===== src/rtl/keypad_pkg.sv =====
// Shared keypad definitions: key codes, terminator codes and the entry FSM state type.
// Used by the keypad scanner, keypad_entry_ctrl and the application FSM.
package keypad_pkg;

    localparam logic [3:0] KEY_A    = 4'd10;
    localparam logic [3:0] KEY_B    = 4'd11;
    localparam logic [3:0] KEY_C    = 4'd12;
    localparam logic [3:0] KEY_D    = 4'd13;
    localparam logic [3:0] KEY_STAR = 4'd14;
    localparam logic [3:0] KEY_HASH = 4'd15;

    localparam logic [2:0] TERM_HASH = 3'd0;
    localparam logic [2:0] TERM_A    = 3'd1;
    localparam logic [2:0] TERM_B    = 3'd2;
    localparam logic [2:0] TERM_C    = 3'd3;
    localparam logic [2:0] TERM_D    = 3'd4;

    typedef enum logic [1:0] {
        ST_IDLE,
        ST_COLLECT,
        ST_DONE
    } state_e;

    function automatic logic is_digit(input logic [3:0] code);
        return code <= 4'd9;
    endfunction

    function automatic logic is_letter(input logic [3:0] code);
        return (code >= KEY_A) && (code <= KEY_D);
    endfunction

    // '#' -> 0, A..D -> 1..4
    function automatic logic [2:0] term_of(input logic [3:0] code);
        if (code == KEY_HASH) begin
            return TERM_HASH;
        end
        return 3'(code - KEY_A + 4'd1);
    endfunction

endpackage


===== src/rtl/keypad_idle_timer.sv =====
// Idle counter for the entry FSM.
// Ports:
//   clk, rst   clock, asynchronous active-high reset
//   clr        synchronous clear (wins over en)
//   en         count one cycle; holds at TIMEOUT_CYCLES-1
//   expire     registered: counter currently holds TIMEOUT_CYCLES-1
module keypad_idle_timer #(
    parameter int unsigned TIMEOUT_CYCLES = 50_000_000,
    localparam int unsigned WIDTH = $clog2(TIMEOUT_CYCLES)
) (
    input  logic clk,
    input  logic rst,
    input  logic clr,
    input  logic en,
    output logic expire
);

    localparam logic [WIDTH-1:0] LAST = WIDTH'(TIMEOUT_CYCLES - 1);

    logic [WIDTH-1:0] count_q;
    logic [WIDTH-1:0] count_d;

    always_comb begin
        count_d = count_q;
        if (clr) begin
            count_d = '0;
        end else if (en && (count_q != LAST)) begin
            count_d = count_q + WIDTH'(1);
        end
    end

    always_ff @(posedge clk or posedge rst) begin
        if (rst) begin
            count_q <= '0;
            expire  <= 1'b0;
        end else begin
            count_q <= count_d;
            expire  <= (count_d == LAST);
        end
    end

endmodule


===== src/rtl/keypad_entry_ctrl.sv =====
// Assembles scanned key strobes into operator entries (digits + terminator) and hands each
// finished entry downstream over a valid/ready handshake.
// Ports:
//   clk, rst                      clock, asynchronous active-high reset
//   key_valid, key_code           one-cycle key strobe and 4-bit code from the scanner
//   entry_valid, entry_ready      finished-entry handshake
//   entry_bcd/len/term            finished entry (newest digit in [3:0])
//   live_bcd/len                  digits currently being typed, 0 in IDLE
//   busy                          not in IDLE
//   err                           one-cycle pulse: key rejected
//   timeout                       one-cycle pulse: entry abandoned after idle timeout
module keypad_entry_ctrl
    import keypad_pkg::*;
#(
    parameter int unsigned MAX_DIGITS     = 4,
    parameter int unsigned TIMEOUT_CYCLES = 50_000_000,
    localparam int unsigned BUF_W = 4 * MAX_DIGITS,
    localparam int unsigned LEN_W = $clog2(MAX_DIGITS + 1)
) (
    input  logic             clk,
    input  logic             rst,
    input  logic             key_valid,
    input  logic [3:0]       key_code,
    output logic             entry_valid,
    input  logic             entry_ready,
    output logic [BUF_W-1:0] entry_bcd,
    output logic [LEN_W-1:0] entry_len,
    output logic [2:0]       entry_term,
    output logic [BUF_W-1:0] live_bcd,
    output logic [LEN_W-1:0] live_len,
    output logic             busy,
    output logic             err,
    output logic             timeout
);

    localparam logic [LEN_W-1:0] MAX_LEN = LEN_W'(MAX_DIGITS);
    localparam logic [LEN_W-1:0] ONE_LEN = LEN_W'(1);

    state_e           state_q;
    logic [BUF_W-1:0] digits_q;
    logic [LEN_W-1:0] len_q;
    logic             expire;

    assign live_bcd = digits_q;
    assign live_len = len_q;

    // Any key (accepted or rejected) and any state other than COLLECT restarts the idle count.
    keypad_idle_timer #(
        .TIMEOUT_CYCLES(TIMEOUT_CYCLES)
    ) u_idle_timer (
        .clk   (clk),
        .rst   (rst),
        .clr   (key_valid || (state_q != ST_COLLECT)),
        .en    (state_q == ST_COLLECT),
        .expire(expire)
    );

    always_ff @(posedge clk or posedge rst) begin
        if (rst) begin
            state_q     <= ST_IDLE;
            digits_q    <= '0;
            len_q       <= '0;
            entry_valid <= 1'b0;
            entry_bcd   <= '0;
            entry_len   <= '0;
            entry_term  <= '0;
            busy        <= 1'b0;
            err         <= 1'b0;
            timeout     <= 1'b0;
        end else begin
            err     <= 1'b0;
            timeout <= 1'b0;
            case (state_q)
                ST_IDLE: begin
                    if (key_valid) begin
                        if (is_digit(key_code)) begin
                            digits_q <= BUF_W'(key_code);
                            len_q    <= ONE_LEN;
                            busy     <= 1'b1;
                            state_q  <= ST_COLLECT;
                        end else if (is_letter(key_code)) begin
                            // Bare command key: empty entry carrying only the terminator.
                            entry_valid <= 1'b1;
                            entry_bcd   <= '0;
                            entry_len   <= '0;
                            entry_term  <= term_of(key_code);
                            busy        <= 1'b1;
                            state_q     <= ST_DONE;
                        end else begin
                            err <= 1'b1;
                        end
                    end
                end
                ST_COLLECT: begin
                    if (key_valid) begin
                        if (is_digit(key_code)) begin
                            if (len_q == MAX_LEN) begin
                                err <= 1'b1;
                            end else begin
                                digits_q <= (digits_q << 4) | BUF_W'(key_code);
                                len_q    <= len_q + ONE_LEN;
                            end
                        end else if (key_code == KEY_STAR) begin
                            // Backspace; zero fills the top nibble.
                            digits_q <= digits_q >> 4;
                            len_q    <= len_q - ONE_LEN;
                            if (len_q == ONE_LEN) begin
                                busy    <= 1'b0;
                                state_q <= ST_IDLE;
                            end
                        end else begin
                            // '#' or A-D; len is never 0 in COLLECT.
                            entry_valid <= 1'b1;
                            entry_bcd   <= digits_q;
                            entry_len   <= len_q;
                            entry_term  <= term_of(key_code);
                            state_q     <= ST_DONE;
                        end
                    end else if (expire) begin
                        digits_q <= '0;
                        len_q    <= '0;
                        busy     <= 1'b0;
                        timeout  <= 1'b1;
                        state_q  <= ST_IDLE;
                    end
                end
                ST_DONE: begin
                    // Keys are dropped here, even on the accepting edge.
                    if (key_valid) begin
                        err <= 1'b1;
                    end
                    if (entry_ready) begin
                        entry_valid <= 1'b0;
                        entry_bcd   <= '0;
                        entry_len   <= '0;
                        entry_term  <= '0;
                        digits_q    <= '0;
                        len_q       <= '0;
                        busy        <= 1'b0;
                        state_q     <= ST_IDLE;
                    end
                end
                default: begin
                    entry_valid <= 1'b0;
                    digits_q    <= '0;
                    len_q       <= '0;
                    busy        <= 1'b0;
                    state_q     <= ST_IDLE;
                end
            endcase
        end
    end

endmodule


===== config.mk =====
export PLATFORM = sky130hd
export DESIGN_NAME = keypad_entry_ctrl
export DESIGN_NICKNAME = d
export VERILOG_FILES = /design/src/rtl/keypad_pkg.sv /design/src/rtl/keypad_idle_timer.sv /design/src/rtl/keypad_entry_ctrl.sv
export SDC_FILE = /design/constraint.sdc
export NUM_CORES = 1
export LEC_CHECK = 0
export ABC_AREA = 1
export CORE_ASPECT_RATIO = 1.25
export CORE_MARGIN = 3
export CORE_UTILIZATION = 56
export DETAILED_ROUTE_END_ITERATION = 10
export GPL_TIMING_DRIVEN = 0
export PLACE_DENSITY = 0.88
export SYNTH_ARGS = -nofsm -noshare
export SYNTH_HDL_FRONTEND = slang
export SYNTH_SLANG_ARGS = --single-unit

===== constraint.sdc =====
create_clock -name clk -period 3 [get_ports clk]
set_clock_uncertainty 0.15 [all_clocks]
set_input_delay 0.6 -clock clk [delete_from_list [all_inputs] [get_ports clk]]
set_output_delay 0.6 -clock clk [all_outputs]
set_load 0.01 [all_outputs]

==> impl_results.md, run 1 <==
- Initial Util: 59.11%
- Die height: 102.8 um
- Share of the synthesized area in the top cell type: 44.10%
- Sw Pwr: 1.455 mW
- Die W: 83.45 um
- Yosys reg bits: 74
- Core Util, Final: 70.94%
- N_diodes: 0
- Antenna Nets Post-Route: 0
- Top-count cell post-synth: nand2_1
- Vias per inst: 5.643
- Initial antenna violation count: 0
- Pin count of the biggest net entering global routing: 75
- Syn Area/Cell: 7.141 um^2
- Worst slew margin: 62.27%
- Placer Congestion: 0.9013
- Wire length of the first global-routing pass: 19230 um
- Outcome: finished clean
- Root Driver: clkbuf_8
- Leak: 2.213 nW
- Mapped cell area: 4199 um^2
- Synth Area in Compound Gates: 11.68%
- Distinct cell type count after synthesis: 33
- Hold Buf Count CTS: 0
- DRT Pass-1 Iters: 5
- Crit path time final: 2659 ps
- Pwr Total: 3.468 mW
- Number of global-route vias before repair: 4112
- Total grt overflow: 0
- Net Sw Frac: 41.94%
- Flop-to-flop setup slack: 540 ps
- Slew Limit Fails: 0
- Mux cell area share after synthesis: 0.2682%
- Cells after DPL: 731
- Syn-to-layout area delta: 20.02%
- I/O Pins: 53
- Critical Path AT: 2790 ps
- Clk_lat worst skew: 360 ps
- Top post-synthesis cells by area: dfrtp_1 44%, nand2_1 12%, inv_1 8.4%
- Post-CTS setup buffer count: 0
- Final Non-Filler Cells: 747
- Clk sink count: 74
- Sequential area share after synthesis: 44.10%
- Core area: 7104 um^2
- Reg area: 1852 um^2
- CTS tree: built
- Area of the multi-input gates: 1898 um^2
- # fillers: 568
- # DRC: 0
- Post-DP HPWL: 8595 um
- Final Hold Fails: 0
- Cell Pwr Density: 688.1 nW/um^2
- Die area: 8580 um^2
- Std cell rows: 34
- CP endpoint kind: register
- P_int: 2.013 mW
- Post-synthesis adder-cell area fraction: 1.490%
- Commonest cells post-synth: 135 x nand2_1, 94 x inv_1, 80 x nor2_1, 74 x dfrtp_1, 53 x nand3_1
- Largest family of logic cells by synthesized area: simple AND/OR/NAND/NOR gates
- Fmax: 0.3761 GHz
- Total GRT Usage: 28.40%
- PostCTS Resize Cnt: 0
- Flop pwr share: 38.7%
- Worst slew pin tran: 566.0 ps
- Max Buffers Root-to-Sink: 2
- Syn_nets: 601
- Worst Setup Path Type: input pin to register
- Combinational share of power: 40.6%
- Via Count: 4215
- Mapped Cells: 588
- Syn. warnings: 0
- Layout cells sized above 1: 6.240%
- TritonCTS Buffers: 9
- Port Buffers: 52
- Max VDD drop: 0.0005039 V
- Final setup fails: 0
- Post-synth EDFFs: 0
- Clock-pin slew on the worst setup and hold paths: 80 ps
- Fin crit share: 88.63%
- H-tree depth: 3
- Ys async rst share: 100.0%
- Final wirelength: 11690 um
- Nets: 665
- Predominant post-synthesis flop cell: dfrtp_1
- 1st-iter DRT viols: 347
- Largest area contributor in the netlist: dfrtp_1
- Worst-path maximum fanout: 10
- Setup total negative slack: 0 ps
- Post-Synth Simple-Gate Area: 29.89%
- Startpoint types: input pin
- Maxcap violations: 0
- WL per Instance: 15.65 um
- Unrepaired setup endpoints after global routing: false
- Hold Crit Class: register to register
- WP data required: 3130 ps
- Synth Area in XOR/XNOR: 1.877%
- Clock power frac: 20.7%
[power by group through the flow]
stage                     clock [mW]  combinational [mW]  sequential, mW
final                          0.717                1.41            1.34
after global routing           0.774                1.54            1.36
after CTS                      0.717                1.40            1.34
after detailed placement           0                1.38            1.35
after global placement             0                1.34            1.35
after floorplan                    0               0.758            1.37
[cell families after synthesis]
group,count (synthesis)
and+or+nand+nor,295
buffers and inverters,115
AOI/OAI and AO/OA,89
DFF,74
xor gates and xnor gates,9
adders and majority gates,5
muxes,1
[critical path: stages]
cell and delay (ps):
clkdlybuf4s50_1 590, nor2_1 80, inv_1 70, nand2_1 190
inv_1 210, o21ai_0 180, nor3_4 390, buf_4 260
nand3_1 120, o21ai_1 100
[state kept, by name, summed over array words and instances (netlist names), 2 cells and up]
signal                flops
entry_len                 3
u_idle_timer.count_q     26
live_len                  3
entry_term                3
state_q                   2
live_bcd                 16
entry_bcd                16
[cell usage in the layout, fill, tap and decap left out, types with 4 or more instances in the layout]
cell type,netlist,routed
xor2_1,6,6
inv_1,94,93
nand4_1,8,8
a21oi_1,21,21
o21ai_0,30,30
nand2_1,135,135
clkbuf_8,0,9
o21ai_1,18,18
nor3_1,6,6
nand3_1,53,53
clkbuf_1,8,8
clkdlybuf4s50_1,0,52
o211ai_1,10,10
nor2_1,80,80
inv_2,4,4
ha_1,5,5
nor2_2,4,4
dfrtp_1,74,74
buf_2,6,6
[per-stage QoR]
| step | worst slack (ps) | hold slack, ps | area [um^2] |
|---|---|---|---|
| finish | 341.1 | 357.6 | 5040 |
| CTS | 391.3 | 361.0 | 5040 |
| global route | 197.4 | 375.3 | 5040 |
| global placement | -810.7 | 328.1 | 4832 |
| floorplan | 368.4 | 317.5 | 4199 |
| detailed placement | 51.15 | 329.3 | 4862 |
[routing by layer]
metal	global-route usage, %	share of wire (%)	vias to the layer above
met4	18.07	5.3	0
li1	-	-	1994
met5	0	0	-
met1	32.31	38	1956
met2	50.43	51	211
met3	4.476	5.7	54
[path summary, 6_finish.rpt]
path / end / startpoint / cells past startpoint
setup / recovery: entry_term[1] / key_code[1] / 10
hold / removal: busy / busy / 2
setup reg to reg: u_idle_timer.expire / u_idle_timer.count_q[0] / 11
hold reg to reg: busy / busy / 2
max in group asynchronous: u_idle_timer.count_q[0] / rst / 3
min in group asynchronous: u_idle_timer.count_q[22] / rst / 3
[area by class of cell]
| type | count | share of cell area (%) |
|---|---|---|
| inverter | 99 | 7.473 |
| clock buffer | 9 | 2.458 |
| buffer | 16 | 1.490 |
| multi-input combinational | 399 | 37.66 |
| timing repair buffer | 53 | 10.87 |
| clock inverter | 7 | 1.068 |
| tap | 90 | 2.234 |
| sequential | 74 | 36.74 |
Power figures use the tool's default switching activity.
==> run 2: changes to the inputs <==
GPL_TIMING_DRIVEN = 1   (was 0)
==> run 2 against run 1 <==
Effect of this change:
- wire length is 2.4% lower
- total power is 4.5% higher
- sequential power hardly changed
- hold slack worse by 1.6 ps
- utilization is 0.46 points higher
- via count is 1.4% lower
- register-to-register slack worse by 100 ps
- clock power is 27% higher
- flip-flop and latch count stayed put
- fmax is 3.0% higher
- critical path depth is 1 higher
- critical path type unchanged
==> impl_results.md, run 2 (synthesis gave the netlist of run 1 again) <==
- Outcome: finished clean
- Layout cells sized above 1: 6.182%
- Initial antenna violation count: 0
- Clk sink count: 74
- Clock-pin slew on the worst setup and hold paths: 80 ps
- Initial Util: 59.11%
- N_diodes: 0
- Antenna Nets Post-Route: 0
- Worst path most repeated cell: nor2_1
- Max stage delay on crit path: 570 ps
- CP endpoint kind: register
- Die area: 8580 um^2
- Final wirelength: 11410 um
- Maxcap violations: 0
- Max VDD drop: 0.0006172 V
- Startpoint types: input pin
- Std cell rows: 34
- Number of global-route vias before repair: 4086
- WL per Instance: 15.48 um
- Fin crit share: 86.05%
- CTS tree: built
- Setup total negative slack: 0 ps
- Pin count of the biggest net entering global routing: 43
- Most common cell after layout, fill and taps aside: nand2_1
- Syn-to-layout area delta: 20.80%
- Leak: 2.234 nW
- Port Buffers: 52
- Placer Congestion: 0.9659
- Wire length of the first global-routing pass: 18910 um
- Clk_lat worst skew: 360 ps
- Design area: 5072 um^2
- # DRC: 0
- Worst-path maximum fanout: 24
- Unrepaired setup endpoints after global routing: false
- Placed cell areas: 4840 um^2
- Worst slew pin tran: 744.2 ps
- Nets: 655
- Hold Crit Class: register to register
- Vias per inst: 5.640
- Post-DP HPWL: 8462 um
- Final Hold Fails: 0
- Slew Limit Fails: 0
- Hold Buf Count CTS: 0
- H-tree depth: 3
- Total grt overflow: 0
- Die W: 83.45 um
- CP max-delay cell: clkdlybuf4s50_1
- PostCTS Resize Cnt: 0
- Critical Path AT: 2680 ps
- WP data required: 3100 ps
- Cell Pwr Density: 714.4 nW/um^2
- Max FFs per register: 26
- Top reg by flops: u_idle_timer.count_q
- Via Count: 4157
- I/O Pins: 53
- CP delay by family, top: buffers and inverters
- Final setup fails: 0
- 1st-iter DRT viols: 335
- Worst slew margin: 50.20%
- Die height: 102.8 um
- DRT Pass-1 Iters: 5
- Post-CTS setup buffer count: 0
- TritonCTS Buffers: 9
- Root Driver: clkbuf_8
- Fmax: 0.3874 GHz
- Crit path time final: 2582 ps
- Core area: 7104 um^2
- Most frequent cells in the layout: 135 x nand2_1, 93 x inv_1, 80 x nor2_1
- Worst Setup Path Type: input pin to register
- Bufs and invs on worst path: 4
- Total GRT Usage: 27.92%
- Max Buffers Root-to-Sink: 2
- Crit-path cells: clkdlybuf4s50_1 > nor2_1 > inv_1 > nand2_1 > nand3_1 > o22ai_1 > nor3_2 > buf_4 > inv_2 > o21ai_0 > nor2_1
run 2: changes by cell type in the layout (fill, tap and decap cells not counted), sizes merged:
cell | before | now
clkinv | 3 | 1
clkinvlp | 3 | 0
inv | 100 | 102
clkbuf | 17 | 10
bufinv | 0 | 2
buf | 9 | 7
run 2: where the power goes:
part	internal, mW	total [mW]	switching, mW
sequential	1.17	1.34	0.173
clock	0.501	0.909	0.408
combinational	0.542	1.37	0.830
run 2: path summary, 6_finish.rpt:
kind / startpoint / endpoint / slack [ps] / cells after the start
max: key_code[1] / live_len[2] / 420 / 11
min in group asynchronous: rst / entry_bcd[2] / 420 / 2
min reg2reg: busy / busy / 360 / 2
max reg2reg: u_idle_timer.count_q[0] / u_idle_timer.expire / 440 / 14
min: busy / busy / 360 / 2
max in group asynchronous: rst / live_len[0] / 1630 / 3
run 2: area by class of cell:
class	count	area, um^2
Tap cell	90	112.6
Clock inverter	6	95.09
Sequential cell	74	1852
Clock buffer	10	137.6
Inverter	99	374.1
Multi-Input combinational cell	399	1903
Timing Repair Buffer	59	598.1
Fill cell	575	2032
run 2: per-stage QoR:
stage | utilization, % | power, mW | hold WS, ps | cells | setup WS [ps]
finish | 71.40 | 3.624 | 356.0 | 737 | 418.4
floorplan | - | 2.132 | 317.5 | 588 | 368.4
detailed placement | 68.12 | 2.719 | 343.8 | 721 | 135.3
global placement | 68.12 | 2.668 | 330.7 | 721 | 228.9
global route | 71.40 | 3.848 | 387.6 | 737 | 261.7
CTS | 71.40 | 3.627 | 366.0 | 737 | 486.1
run 2: layer usage:
layer / up-vias / track usage, % / share of wire, % / wire length [um]
met5: - / 0 / 0 / 0
met4: 0 / 13.86 / 3.9 / 440
met3: 44 / 5.436 / 6.2 / 706
met2: 216 / 51.11 / 52 / 5937
met1: 1916 / 31.47 / 38 / 4323
li1: 1981 / - / - / -
run 2: tightest hold or removal path, cell delays in order (launching register included):
cell and delay (ps):
dfrtp_1 350, nand2_1 50, o21ai_0 70
